[config.mk]
export PLATFORM = sky130hd
export DESIGN_NAME = dl_sequencer
export DESIGN_NICKNAME = d
export VERILOG_FILES = /design/src/rtl/dl_sequencer.sv
export SDC_FILE = /design/constraint.sdc
export NUM_CORES = 1
export LEC_CHECK = 0
export ABC_AREA = 0
export BUFFER_PORTS_ARGS = -buffer_cell sky130_fd_sc_hd__buf_4
export CAP_MARGIN = 20
export CORE_MARGIN = 2
export CORE_UTILIZATION = 52
export DETAILED_ROUTE_END_ITERATION = 8
export MAX_ROUTING_LAYER = met4
export PLACE_DENSITY = 0.77
export SLEW_MARGIN = 10
export SYNTH_ARGS = -nofsm -noshare
export SYNTH_HDL_FRONTEND = slang
export SYNTH_SLANG_ARGS = --single-unit
[constraint.sdc]
create_clock -name clk_sys -period 2.2 [get_ports clk_sys]
set_input_delay 0.44 -clock clk_sys [delete_from_list [all_inputs] [get_ports clk_sys]]
set_output_delay 0.44 -clock clk_sys [all_outputs]
set_load 0.1 [all_outputs]
[src/rtl/dl_sequencer.sv]
// Download/reset sequencer: routes ioctl bytes to ROM, title number and DIP
// registers, and holds the game core in reset until a download has settled.
module dl_sequencer #(
    parameter int ROM_SIZE = 131072,
    parameter int POST_RST = 16
) (
    input  logic        clk_sys,
    input  logic        RESET,
    input  logic        usr_rst,
    input  logic        ioctl_download,
    input  logic        ioctl_wr,
    input  logic [7:0]  ioctl_index,
    input  logic [24:0] ioctl_addr,
    input  logic [7:0]  ioctl_dout,
    output logic        rom_we,
    output logic [23:0] rom_addr,
    output logic [7:0]  rom_dout,
    output logic [3:0]  tno,
    output logic [23:0] dsw,
    output logic        core_rst,
    output logic        busy,
    output logic        dl_err
);
    typedef enum logic [1:0] {LOAD, HOLD, RUN} state_t;

    localparam logic [7:0]  HOLD_CNT  = 8'(POST_RST);
    localparam logic [24:0] ROM_BYTES = 25'(ROM_SIZE);

    state_t      state;
    logic [7:0]  cnt;
    logic [24:0] wcnt;
    logic        seen0;

    logic wr_ok, wr_rom, wr_bad, load_entry, load_exit;
    assign wr_ok      = ioctl_wr & ioctl_download;
    assign wr_rom     = wr_ok && (ioctl_index == 8'd0);
    assign wr_bad     = wr_rom && (ioctl_addr >= ROM_BYTES);
    assign load_entry = ioctl_download && (state != LOAD);
    assign load_exit  = !ioctl_download && (state == LOAD);

    // core_rst/busy are updated together with state so they always mirror it.
    always_ff @(posedge clk_sys) begin
        if (RESET) begin
            state    <= HOLD;
            cnt      <= HOLD_CNT;
            core_rst <= 1'b1;
            busy     <= 1'b1;
        end else if (ioctl_download) begin
            state    <= LOAD;
            core_rst <= 1'b1;
            busy     <= 1'b1;
        end else begin
            case (state)
                LOAD: begin
                    state <= HOLD;
                    cnt   <= HOLD_CNT;
                end
                HOLD: begin
                    if (usr_rst) begin
                        cnt <= HOLD_CNT;
                    end else if (cnt == 8'd1) begin
                        state    <= RUN;
                        core_rst <= 1'b0;
                        busy     <= 1'b0;
                    end else begin
                        cnt <= cnt - 8'd1;
                    end
                end
                RUN: begin
                    if (usr_rst) begin
                        state    <= HOLD;
                        cnt      <= HOLD_CNT;
                        core_rst <= 1'b1;
                        busy     <= 1'b1;
                    end
                end
                default: begin
                    state    <= HOLD;
                    cnt      <= HOLD_CNT;
                    core_rst <= 1'b1;
                    busy     <= 1'b1;
                end
            endcase
        end
    end

    always_ff @(posedge clk_sys) begin
        if (RESET) begin
            rom_we   <= 1'b0;
            rom_addr <= '0;
            rom_dout <= '0;
            tno      <= '0;
            dsw      <= '0;
            dl_err   <= 1'b0;
            wcnt     <= '0;
            seen0    <= 1'b0;
        end else begin
            rom_we <= 1'b0;
            if (wr_rom && !wr_bad) begin
                rom_we   <= 1'b1;
                rom_addr <= ioctl_addr[23:0];
                rom_dout <= ioctl_dout;
            end
            if (wr_ok && ioctl_index == 8'd1)
                tno <= ioctl_dout[3:0];
            if (wr_ok && ioctl_index == 8'd254) begin
                case (ioctl_addr)
                    25'd0:   dsw[7:0]   <= ioctl_dout;
                    25'd1:   dsw[15:8]  <= ioctl_dout;
                    25'd2:   dsw[23:16] <= ioctl_dout;
                    default: ;
                endcase
            end

            // Write count covers dropped bytes too, so an oversized image is caught twice.
            if (load_entry) begin
                wcnt  <= wr_rom ? 25'd1 : 25'd0;
                seen0 <= wr_rom;
            end else if (wr_rom) begin
                if (wcnt != '1)
                    wcnt <= wcnt + 25'd1;
                seen0 <= 1'b1;
            end

            // The first index-0 byte of a download starts a fresh error verdict.
            if (wr_rom)
                dl_err <= wr_bad | (dl_err & seen0 & !load_entry);
            else if (load_exit && seen0 && wcnt != ROM_BYTES)
                dl_err <= 1'b1;
        end
    end
endmodule

# After elaboration in Yosys (flattened, before gate mapping)

Cells that the tools add are included.
W data, S select, Z words.

Bits in registers: 99
Input bits: 46

Add/subtract/negate cells: 2
Order comparisons: 1
Equality and inequality tests: 16
Muxes and demuxes: 22
Bitwise operators: 6
Reductions and logical operators: 28

Operators by type and width:

| cell                    | number |
|---|---|
| $mux W25                | 3 |
| $add A25 B1 Y25 const B | 1 |
| $eq A25 B1 Y1 const B   | 1 |
| $eq A25 B2 Y1 const B   | 1 |
| $ge A25 B18 Y1 const B  | 1 |
| $logic_not A25 Y1       | 1 |
| $ne A25 B18 Y1 const B  | 1 |
| $ne A25 B25 Y1 const B  | 1 |
| $mux W8                 | 3 |
| $eq A8 B1 Y1 const B    | 2 |
| $pmux W8 S2             | 1 |
| $ne A3 B3 Y1 const B    | 4 |
| $mux W1                 | 10 |
| $logic_and A1 B1 Y1     | 9 |
| $reduce_and A3 Y1       | 3 |
| $eq A8 B8 Y1 const B    | 1 |
| $logic_not A8 Y1        | 1 |
| $reduce_and A2 Y1       | 4 |
| $reduce_bool A2 Y1      | 4 |
| $sub A8 B1 Y8 const B   | 1 |
| $mux W2                 | 3 |
| $ne A2 B2 Y1 const B    | 3 |
| $pmux W2 S2             | 1 |
| $reduce_and A4 Y1       | 1 |
| other kinds (9)         | 14 |

# Depth between registers and ports, before layout

Depth after elaboration: 6
Mapped depth: 7

# Worst setup path before layout

Ideal clock, no wire load.

Path type: register to register
From: register wcnt[0]
To: register wcnt[6]
Data arrival time: 1,842 ps
Required time: 2,085 ps
Setup slack: 244 ps
Cell stages (with the launch flop): 8
Path buffers: 1
Clock period less this slack: 1,956 ps
Cells stage by stage: dfxtp_1 -> ha_1 -> nand2_1 -> or4_4 -> o21ai_4 -> buf_6 -> nor4_1 -> o21a_1

Cells in the longest elaborated chain, start to end: 4

RTL lines:

| element                | line | text |
|---|---|---|
| start, declared        | 31   | `logic [24:0] wcnt;` |
| start signal, assigned | 117  | `wcnt <= wr_rom ? 25'd1 : 25'd0;` |
| start signal, assigned | 121  | `wcnt <= wcnt + 25'd1;` |
| $add A25 B1 Y25        | 121  |  |
| $mux W25               | 120  | `if (wcnt != '1)` |
| $mux W25               | 119  | `end else if (wr_rom) begin` |
| $mux W25               | 116  | `if (load_entry) begin` |

Parallel ways exist; a longest one is shown, timed or not. The select of a mux whose other input is x is not followed.
A chain may end at the register's enable or synchronous reset.

# Worst setup path in the final report

From: register cnt[1]
To: register busy

Cells in the longest elaborated chain, start to end: 3

RTL lines:

| element                     | line | text |
|---|---|---|
| start, declared             | 30   | `logic [7:0] cnt;` |
| start signal, assigned      | 66   | `cnt <= cnt - 8'd1;` |
| $eq A8 B1 Y1                | 61   | `end else if (cnt == 8'd1) begin` |
| $ne A2 B2 Y1 (no line)      | -    |  |
| $reduce_and A4 Y1 (no line) | -    |  |
| end signal, assigned        | 64   | `busy <= 1'b0;` |
| end signal, assigned        | 74   | `busy <= 1'b1;` |
| end signal, assigned        | 81   | `busy <= 1'b1;` |
| end, declared               | 21   | `output logic busy,` |

Every way passes these cells.

==> flow_summary.ini <==
[job]
maxCapViolCount = 0

[clocking]
postCtsSetupBuffers = 0
clk_latency_ns = 0.36
cts_max_path_buffers = 2
root_buffer = clkbuf_8
cts_tree = yes
cts-buffers-inserted = 9
path_clk_slew_ns = 0.11
postCtsResizedCells = 0
clkSinkCount = 99
cts_hold_buf = 0
htree_levels = 3

[detailed_routing]
firstDrtPassIters = 4
drc_errors = 0
first_iter_violations = 165
wl_mm = 10.6
vias = 3797
ant_nets = 0
vias_per_cell = 5.73
wl_per_cell_um = 16.0

[die]
num_rows = 32
chipWidth_um = 93.4
fp.dieH_um = 93.4
die_area_um2 = 8720
start_util_pct = 53.8
core_um2 = 7730
boundaryPins = 110

[sta]
final.setup.tns_ns = 0
fmax_mhz = 493
worst_pin_slew_ns = 0.683
fin_crit_ns = 2.03
setup_viol = 0
clock_skew_ns = 0.0103
rsz0062_at_grt = no
hold_viol = 0
maxSlewViolCount = 0
hold_slack_ns = 0.280
fin_crit_sh_pct = 92.1
timing.slew.headroom_pct = 54.0

[run_status]
status = completed

[final_layout]
postLayoutCellArea_um2 = 5440
final_cells = 663
final_nets = 606
antenna_cells = 0
fin_util_pct = 70.4
fillers = 593
area_growth_pct = 30.9
drive_above_1_share_pct = 28.7

[placed_design]
portBuffers = 109
dp_cells = 646
hpwl_mm = 7.85
placed_cell_area_um2 = 5230
routabilityCongestion = 0.959

[logic_synthesis]
synth_xor_area_share_pct = 1.90
synth_compound_area_share_pct = 15.5
synth-simple-area-share_pct = 23.7
synth-edff-count = 0
synth_seq_cells = 99
synthAdderAreaFrac_pct = 1.20
yosysWarnings = 0
yosysSeqAreaShare_pct = 47.7
synth_mux_area_share_pct = 6.98
yosys.cell_types.count = 52
synthCells = 433
syn-mean-instance-area_um2 = 9.60
synth_area_leaders = dfxtp_1, mux2i_1, a22o_1, nor2_1, nor4_1
synthArstFlopShare_pct = 0
yosysTopAreaCellShare_pct = 47.7
ys.flop_type = dfxtp_1
synth_area_um2 = 4160
syn_nets = 483
synth_top_family_by_area = simple AND/OR/NAND/NOR gates
yosysTopAreaCell = dfxtp_1

[global_route]
use_met3_pct = 5.00
grt_max_degree = 30
first_global_vias = 3540
grt_pass1_wl_mm = 17.0
antenna_found_initial = 0
top_usage_layer = met2
grtUsageMet1_pct = 31.3
grt_usage_pct = 25.3
grt_overflow_total = 0
met2_usage_pct = 40.8

[critical_path]
critPathLaunchType = flip-flop
crit_type = reg -> reg
required_ns = 2.45
crit_fanout = 6
cpPeakStageDelay_ns = 0.62
cp_slowest_cell = or4b_2
crit_chain = inv_1 -> ha_1 -> or3b_2 -> or4b_2 -> a21oi_1 -> o21ai_0
cp-end-kind = flip-flop
arrival_ns = 2.27

[power]
pwr-share-clk_pct = 35.1
p_leak_nw = 2.31
vdd_drop_max_mv = 0.451
power_frac_comb_pct = 6.8
seq_power_share_pct = 58.1
p_per_area_nw_per_um2 = 573
swShare_pct = 25.3
p_sw_uw = 788
intPower_mw = 2.33

[min_path]
hp-class = in -> reg
-- metrics by stage --
| step | total power, mW | setup slack (ns) |
|---|---|---|
| after global routing | 3.26 | 0.0322 |
| after detailed placement | 2.06 | 0.106 |
| final | 3.12 | 0.173 |
| after floorplan | 1.94 | 0.244 |
| after CTS | 3.15 | 0.117 |
| after global placement | 2.06 | 0.149 |
-- sequential cells by signal, summed over array words and instances, names as in the netlist --
name / flops
wcnt: 25
dsw: 24
rom_addr: 24
cnt: 8
rom_dout: 8
tno: 4
state: 2
busy: 1
dl_err: 1
rom_we: 1
seen0: 1
-- placed cells by master, fill, tap and decap left out, types with 8 or more instances in the layout --
cell and count:
a21oi_1 20, a22o_1 25, and2_1 9, buf_4 127, clkbuf_8 9, dfxtp_1 99
inv_1 8, mux2i_1 29, nand2_1 19, nand3_1 14, nor2_1 48, nor3_1 9
nor4_1 17, o21ai_0 12, or3_1 9, or4_1 10
-- final cells by class --
type | count | area [um2] | share of cell area [%]
clock buffers | 9 | 124 | 2.28
flip-flops and latches | 99 | 1980 | 36.4
inverters | 8 | 30.0 | 0.552
multi-input cells | 306 | 2060 | 37.9
clock inverters | 7 | 62.6 | 1.15
repair buffers | 132 | 1050 | 19.4
well taps | 102 | 128 | 2.35
-- cells by family after synthesis --
logic type               after synthesis
AND/OR/NAND/NOR                      175
buffers and inverters                 28
XOR/XNOR                               9
adder cells (fa/ha/maj)                4
multiplexers                          29
flip-flops                            99
AO/OA/AOI/OAI                         89
-- final timing paths --
kind                            slack (ns)           end      startpoint  cells past startpoint
worst min register to register        0.47  rom_addr[17]    rom_addr[17]                      1
worst min-delay path                  0.28  rom_addr[14]  ioctl_addr[14]                      2
worst max register to register        0.17          busy          cnt[1]                      6
worst max-delay path                  0.17          busy          cnt[1]                      6
-- worst max-delay path, delay by kind of cell, from the launching register on --
| family | cells | cell delay [ns] |
|---|---|---|
| fa+ha+maj | 1 | 0.13 |
| flops | 1 | 0.37 |
| buf+inv | 1 | 0.09 |
| simple gates | 2 | 1.06 |
| compound gates | 2 | 0.24 |
-- metal layers --
layer / routed length [um] / part of all wire (%) / vias to the layer above
met1: 4680 / 44 / 1802
met2: 5120 / 48 / 119
li1: - / - / 1858
met4: 184 / 1.7 / 0
met5: 0 / 0 / -
met3: 613 / 5.8 / 18
-- power groups by stage --
stage | combinational, mW | sequential (mW) | clock, mW
after floorplan | 0.0914 | 1.85 | 0
after global placement | 0.205 | 1.85 | 0
after detailed placement | 0.210 | 1.85 | 0
after CTS | 0.211 | 1.81 | 1.13
after global routing | 0.231 | 1.82 | 1.21
final | 0.211 | 1.81 | 1.09
-- cell usage after synthesis (3+ instances only) --
cell and count:
a211oi_1 3, a21oi_1 20, a22o_1 25, a31oi_1 3
and2_1 9, and3_1 7, and4_1 3, buf_2 4
clkbuf_1 13, dfxtp_1 99, ha_1 4, inv_1 8
mux2i_1 29, nand2_1 19, nand2b_1 3, nand3_1 14
nand4_1 7, nand4b_1 3, nor2_1 48, nor2b_1 3
nor3_1 10, nor4_1 17, o211ai_1 4, o21ai_0 12
o31a_1 3, o31ai_1 6, or3_1 9, or4_1 10
xnor2_1 5, xor2_1 4
(Power assumes the default switching activity.)
